--- src/rtl/vkbd_pkg.sv ---
// vkbd_pkg: PS/2 set-2 to Vector-06C key matrix types, byte constants and scancode table
package vkbd_pkg;
  typedef enum logic [1:0] {K_MATRIX, K_SS, K_US, K_CAPS} key_kind_e;
  typedef struct packed {
    logic      hit;
    key_kind_e kind;
    logic [2:0] row;
    logic [2:0] col;
  } vkey_t;
  localparam logic [7:0] B_BRK    = 8'hF0;
  localparam logic [7:0] B_EXT    = 8'hE0;
  localparam logic [7:0] B_PAUSE  = 8'hE1;
  localparam logic [7:0] B_ACK    = 8'hFA;
  localparam logic [7:0] B_BAT    = 8'hAA;
  localparam logic [7:0] B_ECHO   = 8'hEE;
  localparam logic [7:0] B_RESEND = 8'hFE;
  localparam logic [7:0] B_ERR0   = 8'h00;
  localparam logic [7:0] B_ERR1   = 8'hFF;
  function automatic logic is_ignored(input logic [7:0] c);
    return c inside {B_ACK, B_BAT, B_ECHO, B_RESEND, B_PAUSE};
  endfunction
  function automatic logic is_error(input logic [7:0] c);
    return c == B_ERR0 || c == B_ERR1;
  endfunction
  // matrix positions are written as octal row/col pairs: 6'o41 = row 4, col 1
  function automatic vkey_t mx(input logic [5:0] rc);
    return '{1'b1, K_MATRIX, rc[5:3], rc[2:0]};
  endfunction
  function automatic vkey_t md(input key_kind_e k);
    return '{1'b1, k, 3'd0, 3'd0};
  endfunction
  function automatic vkey_t vkbd_lookup(input logic ext, input logic [7:0] code);
    vkbd_lookup = '0;
    if (ext)
      case (code)
        8'h6C: vkbd_lookup = mx(6'o00);
        8'h6B: vkbd_lookup = mx(6'o04);
        8'h75: vkbd_lookup = mx(6'o05);
        8'h74: vkbd_lookup = mx(6'o06);
        8'h72: vkbd_lookup = mx(6'o07);
        8'h14: vkbd_lookup = md(K_US);
        default: ;
      endcase
    else
      case (code)
        8'h76: vkbd_lookup = mx(6'o10);
        8'h05: vkbd_lookup = mx(6'o13);
        8'h06: vkbd_lookup = mx(6'o14);
        8'h04: vkbd_lookup = mx(6'o15);
        8'h0C: vkbd_lookup = mx(6'o16);
        8'h03: vkbd_lookup = mx(6'o17);
        8'h0D: vkbd_lookup = mx(6'o20);
        8'h5A: vkbd_lookup = mx(6'o22);
        8'h66: vkbd_lookup = mx(6'o23);
        8'h29: vkbd_lookup = mx(6'o27);
        8'h45: vkbd_lookup = mx(6'o40);
        8'h16: vkbd_lookup = mx(6'o41);
        8'h1E: vkbd_lookup = mx(6'o42);
        8'h26: vkbd_lookup = mx(6'o43);
        8'h25: vkbd_lookup = mx(6'o44);
        8'h2E: vkbd_lookup = mx(6'o45);
        8'h36: vkbd_lookup = mx(6'o46);
        8'h3D: vkbd_lookup = mx(6'o47);
        8'h3E: vkbd_lookup = mx(6'o50);
        8'h46: vkbd_lookup = mx(6'o51);
        8'h52: vkbd_lookup = mx(6'o52);
        8'h4C: vkbd_lookup = mx(6'o53);
        8'h41: vkbd_lookup = mx(6'o54);
        8'h4E: vkbd_lookup = mx(6'o55);
        8'h49: vkbd_lookup = mx(6'o56);
        8'h4A: vkbd_lookup = mx(6'o57);
        8'h54: vkbd_lookup = mx(6'o60);
        8'h1C: vkbd_lookup = mx(6'o61);
        8'h32: vkbd_lookup = mx(6'o62);
        8'h21: vkbd_lookup = mx(6'o63);
        8'h23: vkbd_lookup = mx(6'o64);
        8'h24: vkbd_lookup = mx(6'o65);
        8'h2B: vkbd_lookup = mx(6'o66);
        8'h34: vkbd_lookup = mx(6'o67);
        8'h33: vkbd_lookup = mx(6'o70);
        8'h43: vkbd_lookup = mx(6'o71);
        8'h3B: vkbd_lookup = mx(6'o72);
        8'h42: vkbd_lookup = mx(6'o73);
        8'h4B: vkbd_lookup = mx(6'o74);
        8'h3A: vkbd_lookup = mx(6'o75);
        8'h31: vkbd_lookup = mx(6'o76);
        8'h44: vkbd_lookup = mx(6'o77);
        8'h12: vkbd_lookup = md(K_SS);
        8'h59: vkbd_lookup = md(K_SS);
        8'h14: vkbd_lookup = md(K_US);
        8'h58: vkbd_lookup = md(K_CAPS);
        default: ;
      endcase
  endfunction
endpackage

--- src/rtl/vkbd_matrix_ps2_to_vkey.sv ---
// ps2_to_vkey: combinational scancode-to-matrix-position lookup
module ps2_to_vkey
  import vkbd_pkg::*;
(
  input  logic       ext,
  input  logic [7:0] code,
  output vkey_t      vkey
);
  assign vkey = vkbd_lookup(ext, code);
endmodule

--- src/rtl/vkbd_matrix.sv ---
// vkbd_matrix: PS/2 scancode stream to live Vector-06C key matrix and modifier lines
module vkbd_matrix
  import vkbd_pkg::*;
#(
  parameter logic [19:0] PREFIX_TIMEOUT = 20'd1_000_000
) (
  input  logic       clk,
  input  logic       rst,
  input  logic       code_valid,
  input  logic [7:0] code,
  input  logic [7:0] row_sel,
  output logic [7:0] cols_n,
  output logic [2:0] mod_n,
  output logic       key_caps,
  output logic       any_key
);
  typedef enum logic [1:0] {IDLE, BRK, EXT, EXT_BRK} state_e;
  state_e      state;
  logic [19:0] cnt;
  logic [7:0]  matrix [8];
  logic        ss, us, caps_held;
  logic        ext, brk, tmo;
  logic [7:0]  sel_or, all_or;
  vkey_t       vk;
  assign ext = state == EXT || state == EXT_BRK;
  assign brk = state == BRK || state == EXT_BRK;
  assign tmo = cnt == PREFIX_TIMEOUT - 20'd1;
  ps2_to_vkey u_lut (.ext, .code, .vkey(vk));
  always_comb begin
    sel_or = '0;
    all_or = '0;
    for (int i = 0; i < 8; i++) begin
      sel_or |= row_sel[i] ? matrix[i] : 8'h00;
      all_or |= matrix[i];
    end
  end
  always_ff @(posedge clk or negedge rst) begin
    if (!rst) begin
      state     <= IDLE;
      cnt       <= '0;
      ss        <= 1'b0;
      us        <= 1'b0;
      caps_held <= 1'b0;
      key_caps  <= 1'b0;
      for (int i = 0; i < 8; i++) matrix[i] <= '0;
    end else if (code_valid) begin
      cnt <= '0;
      if (is_error(code)) begin
        state <= IDLE;
        ss    <= 1'b0;
        us    <= 1'b0;
        for (int i = 0; i < 8; i++) matrix[i] <= '0;
      end else if (!is_ignored(code)) begin
        if (state == IDLE && code == B_EXT)
          state <= EXT;
        else if ((state == IDLE || state == EXT) && code == B_BRK)
          state <= ext ? EXT_BRK : BRK;
        else begin
          state <= IDLE;
          // typematic caps makes must not re-toggle, so toggling is gated by caps_held
          if (vk.hit)
            case (vk.kind)
              K_MATRIX: matrix[vk.row][vk.col] <= !brk;
              K_SS:     ss <= !brk;
              K_US:     us <= !brk;
              K_CAPS: begin
                caps_held <= !brk;
                if (!brk && !caps_held) key_caps <= !key_caps;
              end
            endcase
        end
      end
    end else if (state != IDLE) begin
      cnt <= tmo ? '0 : cnt + 20'd1;
      if (tmo) state <= IDLE;
    end
  end
  always_ff @(posedge clk or negedge rst) begin
    if (!rst) begin
      cols_n  <= '1;
      mod_n   <= '1;
      any_key <= 1'b0;
    end else begin
      cols_n  <= ~sel_or;
      mod_n   <= {~ss, ~us, ~key_caps};
      any_key <= ss | us | caps_held | (|all_or);
    end
  end
endmodule
--- config.mk ---
export PLATFORM = sky130hd
export DESIGN_NAME = vkbd_matrix
export DESIGN_NICKNAME = d
export VERILOG_FILES = /design/src/rtl/vkbd_pkg.sv /design/src/rtl/vkbd_matrix_ps2_to_vkey.sv /design/src/rtl/vkbd_matrix.sv
export SDC_FILE = /design/constraint.sdc
export NUM_CORES = 1
export LEC_CHECK = 0
export ABC_CLOCK_PERIOD_IN_PS = 3000
export BUFFER_PORTS_ARGS = -buffer_cell sky130_fd_sc_hd__buf_2
export CAP_MARGIN = 25
export CORE_MARGIN = 1
export CORE_UTILIZATION = 38
export DETAILED_ROUTE_END_ITERATION = 12
export SLEW_MARGIN = 0
export SYNTH_ARGS = -nofsm -noshare
export SYNTH_HDL_FRONTEND = slang
export SYNTH_HIERARCHICAL = 1
export SYNTH_SLANG_ARGS = --single-unit
--- constraint.sdc ---
create_clock -name clk -period 3 [get_ports clk]
set_clock_uncertainty 0.15 [all_clocks]
set_input_delay 0.6 -clock clk [delete_from_list [all_inputs] [get_ports clk]]
set_output_delay 0.6 -clock clk [all_outputs]
set_load 0.01 [all_outputs]
; ---- After elaboration in Yosys (flattened, before gate mapping)
; Cells that the tools add are included.
[word_totals]
reg_bits = 102
input_bits = 19
output_inout_bits = 13
word_cells = 194
[classes]
n_addsub = 1
n_lt_le_gt_ge = 4
eq_ne = 70
n_mux = 45
n_bitwise = 26
reduce_logical = 31
[op_table]
columns = operator, count
row1 = $pmux W9 S45, 1
row2 = $mux W64, 6
row3 = $eq A8 B7 Y1 const B, 23
row4 = $eq A8 B6 Y1 const B, 17
row5 = $or A8 B8 Y8, 14
row6 = $mux W8, 9
row7 = $bwmux W64, 1
row8 = $eq A8 B8 Y1 const B, 8
row9 = $mux W20, 3
row10 = $pmux W9 S6, 1
row11 = $eq A8 B5 Y1 const B, 5
row12 = $demux W8 S3, 1
row13 = $eq A8 B3 Y1 const B, 3
row14 = $add A20 B1 Y20 const B, 1
row15 = $eq A20 B20 Y1 const B, 1
row16 = $reduce_and A6 Y1, 3
row17 = $eq A8 B4 Y1 const B, 2
row18 = $mux W2, 8
row19 = $reduce_bool A2 Y1, 7
row20 = $mux W1, 13
row21 = $mux W9, 1
row22 = $eq A2 B2 Y1 const B, 4
row23 = $eq A8 B2 Y1 const B, 1
row24 = $logic_not A8 Y1, 1
row25 = 22 further kinds, 43

; ---- Logic depth before layout (Yosys ltp)
[logic_depth]
ltp_word = 17
depth_mapped = 15
ltp_nobuf = 10

; ---- By module
; The synthesis kept the hierarchy.
[modules_own_cells]
columns = module, n_inst, cells_each, area_per_inst_um2, seq_area_each_um2
row1 = vkbd_matrix, 1, 644, 5952.0, 2566.2
row2 = ps2_to_vkey, 1, 202, 1302.5, 0.0

; ---- Least setup slack after synthesis
; OpenSTA, ideal clock, no wires.
[synth_path]
kind = input -> register
start = in code[4]
end = reg matrix[52] (netlist name)
setup_time_ns = 0.085
t_arrival_ns = 3.292
required_time_ns = 2.765
path_slack_ns = -0.527
stages = 12
path_buffers = 3
path_cell_list = buf_6 or4_4 or3_1 and3_1 o211a_1 a31oi_1 buf_2 or3b_2 clkbuf_1 nor4_1 nand3b_1 o21ai_0
[synth_lines]
columns = element, line_no
row1 = from (decl), vkbd_matrix.sv:10  ; input logic [7:0] code,
row2 = "to (signal, indexed assignment)", vkbd_matrix.sv:63  ; K_MATRIX: matrix[vk.row][vk.col] <= !brk;
row3 = to (decl), vkbd_matrix.sv:20  ; logic [7:0] matrix [8];

==> summary.txt <==
Run status
  • Run status: finished with violations
  • Failing checks: setup timing

Synth
  • Number of synthesized flops with an enable pin: 0
  • Seq/Total Area, Yosys: 0.354
  • Most frequent cell after synthesis: nor2_1
  • Cell Area, Synth: just over 7000 um^2
  • Asr flop ratio synth: 1.00
  • Most area-hungry cell type in the Yosys netlist: dfrtp_1
  • Syn Nets: just under 900
  • Synth warnings: 6
  • Post-synth top cells: nor2_1 (168), dfrtp_1 (91), o21ai_1 (60), o31ai_2 (39)
  • Cells after synthesis: ~850
  • Post-synth cell types: 77
  • Syn avg cell area: around 8.6 um^2
  • Ys flop type: dfrtp_1
  • Synth Register Bits: around 100
  • Ranking of synthesized cells by area: dfrtp_1 (31%), nor2_1 (8.7%), o31ai_2 (6.7%)
  • Post-synth top area share: 0.314

STA
  • Fmax: between 300 and 400 MHz
  • Worst-margin pin slew: 0.733 ns
  • Final slew viol count: 0
  • RSZ-0062 raised after global routing: true
  • Fin. Hold Viols: 0
  • Worst rel slew slack: 0.507
  • Final setup viols: 64
  • Fin crit share: 1.05
  • Worst setup margin: -0.150 ns
  • Fin crit period: around 3.1 ns
  • Final hold slack: around 0.13 ns
  • Setup TNS: -5.67 ns

Detailed routing
  • DR WL/cell: between 20 and 25 um
  • DR vias: between 7,000 and 8,000
  • Iteration-0 DRC Markers: approximately 550
  • Antenna viol nets, final: 0
  • Via/cell ratio: around 6.2
  • First-pass DRT Iterations: 5
  • DRC errors left: 0
  • DRT Wirelength: around 25,000 um

Clock network
  • CTS sink cnt: between 100 and 150
  • Depth of the CTS H-tree: 3
  • TritonCTS buffer count: 9
  • Clock Latency Late Sink: about 0.36 ns
  • CTS tree: yes
  • Bufs on Longest Clock Path: 2
  • Root Buffer: clkbuf_16
  • Clock transition at path regs: 0.08 ns

Global routing
  • Global-route wire length before repair: roughly 37,000 um
  • Largest net degree at the start of global routing: between 50 and 60
  • Gr usage total: 0.238
  • Initial antenna violation count: 0
  • Vias in the first global route: 6,844
  • Grt total ovfl: 0

Job
  • MaxCap Viol Count: 0

Critical path
  • Crit. End Element: flip-flop
  • Max FO, Critical Path: 23
  • CP Data Arrival Time: about 3.3 ns
  • Critical Path RT: slightly above 3 ns
  • CP Class: in -> reg
  • Crit path launch type: input pin

Final layout
  • Diodes inserted: 0
  • Layout net count: around 1,000
  • Share of layout cells above drive strength 1: 0.377
  • Area Growth Syn to Fin: 37.3%
  • Fill cell count: around 1,700

Power
  • Pleak: 3.80 nW
  • Maximum vdd drop: about 250 uV
  • Power Density: about 360 nW/um^2

Worst hold path
  • Hold Crit Class: in -> async

Place
  • Post-DP HPWL: about 15,000 um
  • Port buffer count: 31
  • RD Place Congestion: just over 0.9
  • Pre-CTS WS: -0.629 ns

Die
  • I/O pin cnt: 32
  • Std cell rows: 50
  • DIE AREA: between 15,000 and 20,000 um^2
  • Starting Density: 0.388
  • Die height: about 140 um
  • Die width: 140 um
  • Core Area: 18,700 um^2
==> placed cells by master (no fill, tap or decap), types with 8 or more instances in the layout <==
cell,netlist,layout
o31ai_4,0,16
and4_1,11,11
inv_1,12,12
o31ai_2,39,42
nor3_1,20,17
buf_2,27,22
nor2_2,0,10
a21oi_1,9,9
a22oi_1,34,33
o31ai_1,27,8
dfstp_2,11,11
nand2_1,27,26
nand4_1,13,13
xor2_1,16,16
nand3_1,18,16
buf_6,7,20
dfrtp_1,91,91
clkbuf_16,0,18
nand3b_1,14,14
or3b_4,0,8
buf_4,7,116
o21ai_1,60,67
buf_12,0,17
nor4_1,26,22
o21ai_0,20,8
nor2_1,168,154
==> state kept, by name, summed over array words and instances, names as in the netlist <==
name and flops:
key_caps 1, matrix 64, cnt 20, cols_n 8
any_key 1, mod_n 3, state 2, us 1
caps_held 1, ss 1
==> cell families (layout without fill, tap and decap cells) <==
logic type | Yosys count | count (layout) | synth area share
xor+xnor | 22 | 22 | 0.0266
compound gates | 241 | 241 | 0.257
fa+ha+maj | 1 | 1 | 0.00172
simple gates | 379 | 382 | 0.282
buf+inv | 91 | 219 | 0.0643
flops | 102 | 102 | 0.354
mux | 10 | 10 | 0.0143
==> repair_timing <==
item	4_1_cts	5_1_grt
resized for setup	20	147
hold buffers	0	0
setup buffers	4	21
endpoints found under the hold margin	0	0
setup endpoints to repair	67	68
gates cloned	0	12
pin swaps	4	23
==> where the power goes <==
group          internal, mW  switching [mW]  leakage (nW)
logic                 0.383           0.472          2.31
registers              1.46          0.0695          1.36
clock network         0.578           0.591         0.136
==> critical path, cell delays in order <==
cell       delay [ns]
buf_6            0.12
nand2_1          0.09
buf_4            0.15
nor3_1           0.25
a32oi_2          0.18
o211a_1          0.28
a32oi_1          0.24
buf_4            0.17
nand2_4          0.06
a311oi_4         0.29
a22oi_4          0.22
clkbuf_16        0.28
o31ai_2          0.22
o21ai_1          0.09
==> metrics by stage <==
step | total power, mW | std cells | utilization | area, um^2
2_1_floorplan | 1.94 | 846 | - | 7510
3_3_place_gp | 2.20 | 1160 | 0.454 | 8490
3_5_place_dp | 2.20 | 1160 | 0.454 | 8490
4_1_cts | 3.38 | 1180 | 0.475 | 8880
5_1_grt | 3.67 | 1211 | 0.533 | 9960
6_report | 3.55 | 1211 | 0.533 | 9960
==> metal layers <==
| layer | vias up | GRT usage | wire, um |
|---|---|---|---|
| met5 | - | 0 | 0 |
| met4 | 0 | 0.0989 | 892 |
| met3 | 75 | 0.0366 | 1700 |
| met2 | 321 | 0.382 | 12100 |
| met1 | 3657 | 0.319 | 10700 |
| li1 | 3411 | - | - |
==> path summary, 6_finish.rpt <==
check,depth (start not counted),to,slack [ns],startpoint
max reg2reg,12,matrix[12]$_DFFE_PN0P_,0.22,state[1]$_DFFE_PN0P_
min reg2reg,1,mod_n[0]$_DFF_PN1_,0.28,key_caps$_DFFE_PN0P_
max in group asynchronous,2,mod_n[1]$_DFF_PN1_,1.84,rst
max,14,matrix[20]$_DFFE_PN0P_,-0.15,code[1]
min,1,matrix[3]$_DFFE_PN0P_,0.13,rst
min in group clk,1,mod_n[0]$_DFF_PN1_,0.28,key_caps$_DFFE_PN0P_
==> layout make-up <==
class | instances | area (um^2) | share of cell area
Multi-Input combinational cell | 656 | 4900 | 0.492
Sequential cell | 102 | 2570 | 0.258
Timing Repair Buffer | 191 | 1880 | 0.188
Tap cell | 234 | 293 | 0.0294
Clock buffer | 10 | 229 | 0.0230
Clock inverter | 6 | 50.0 | 0.00502
Inverter | 12 | 45.0 | 0.00452
(Power assumes the default switching activity.)
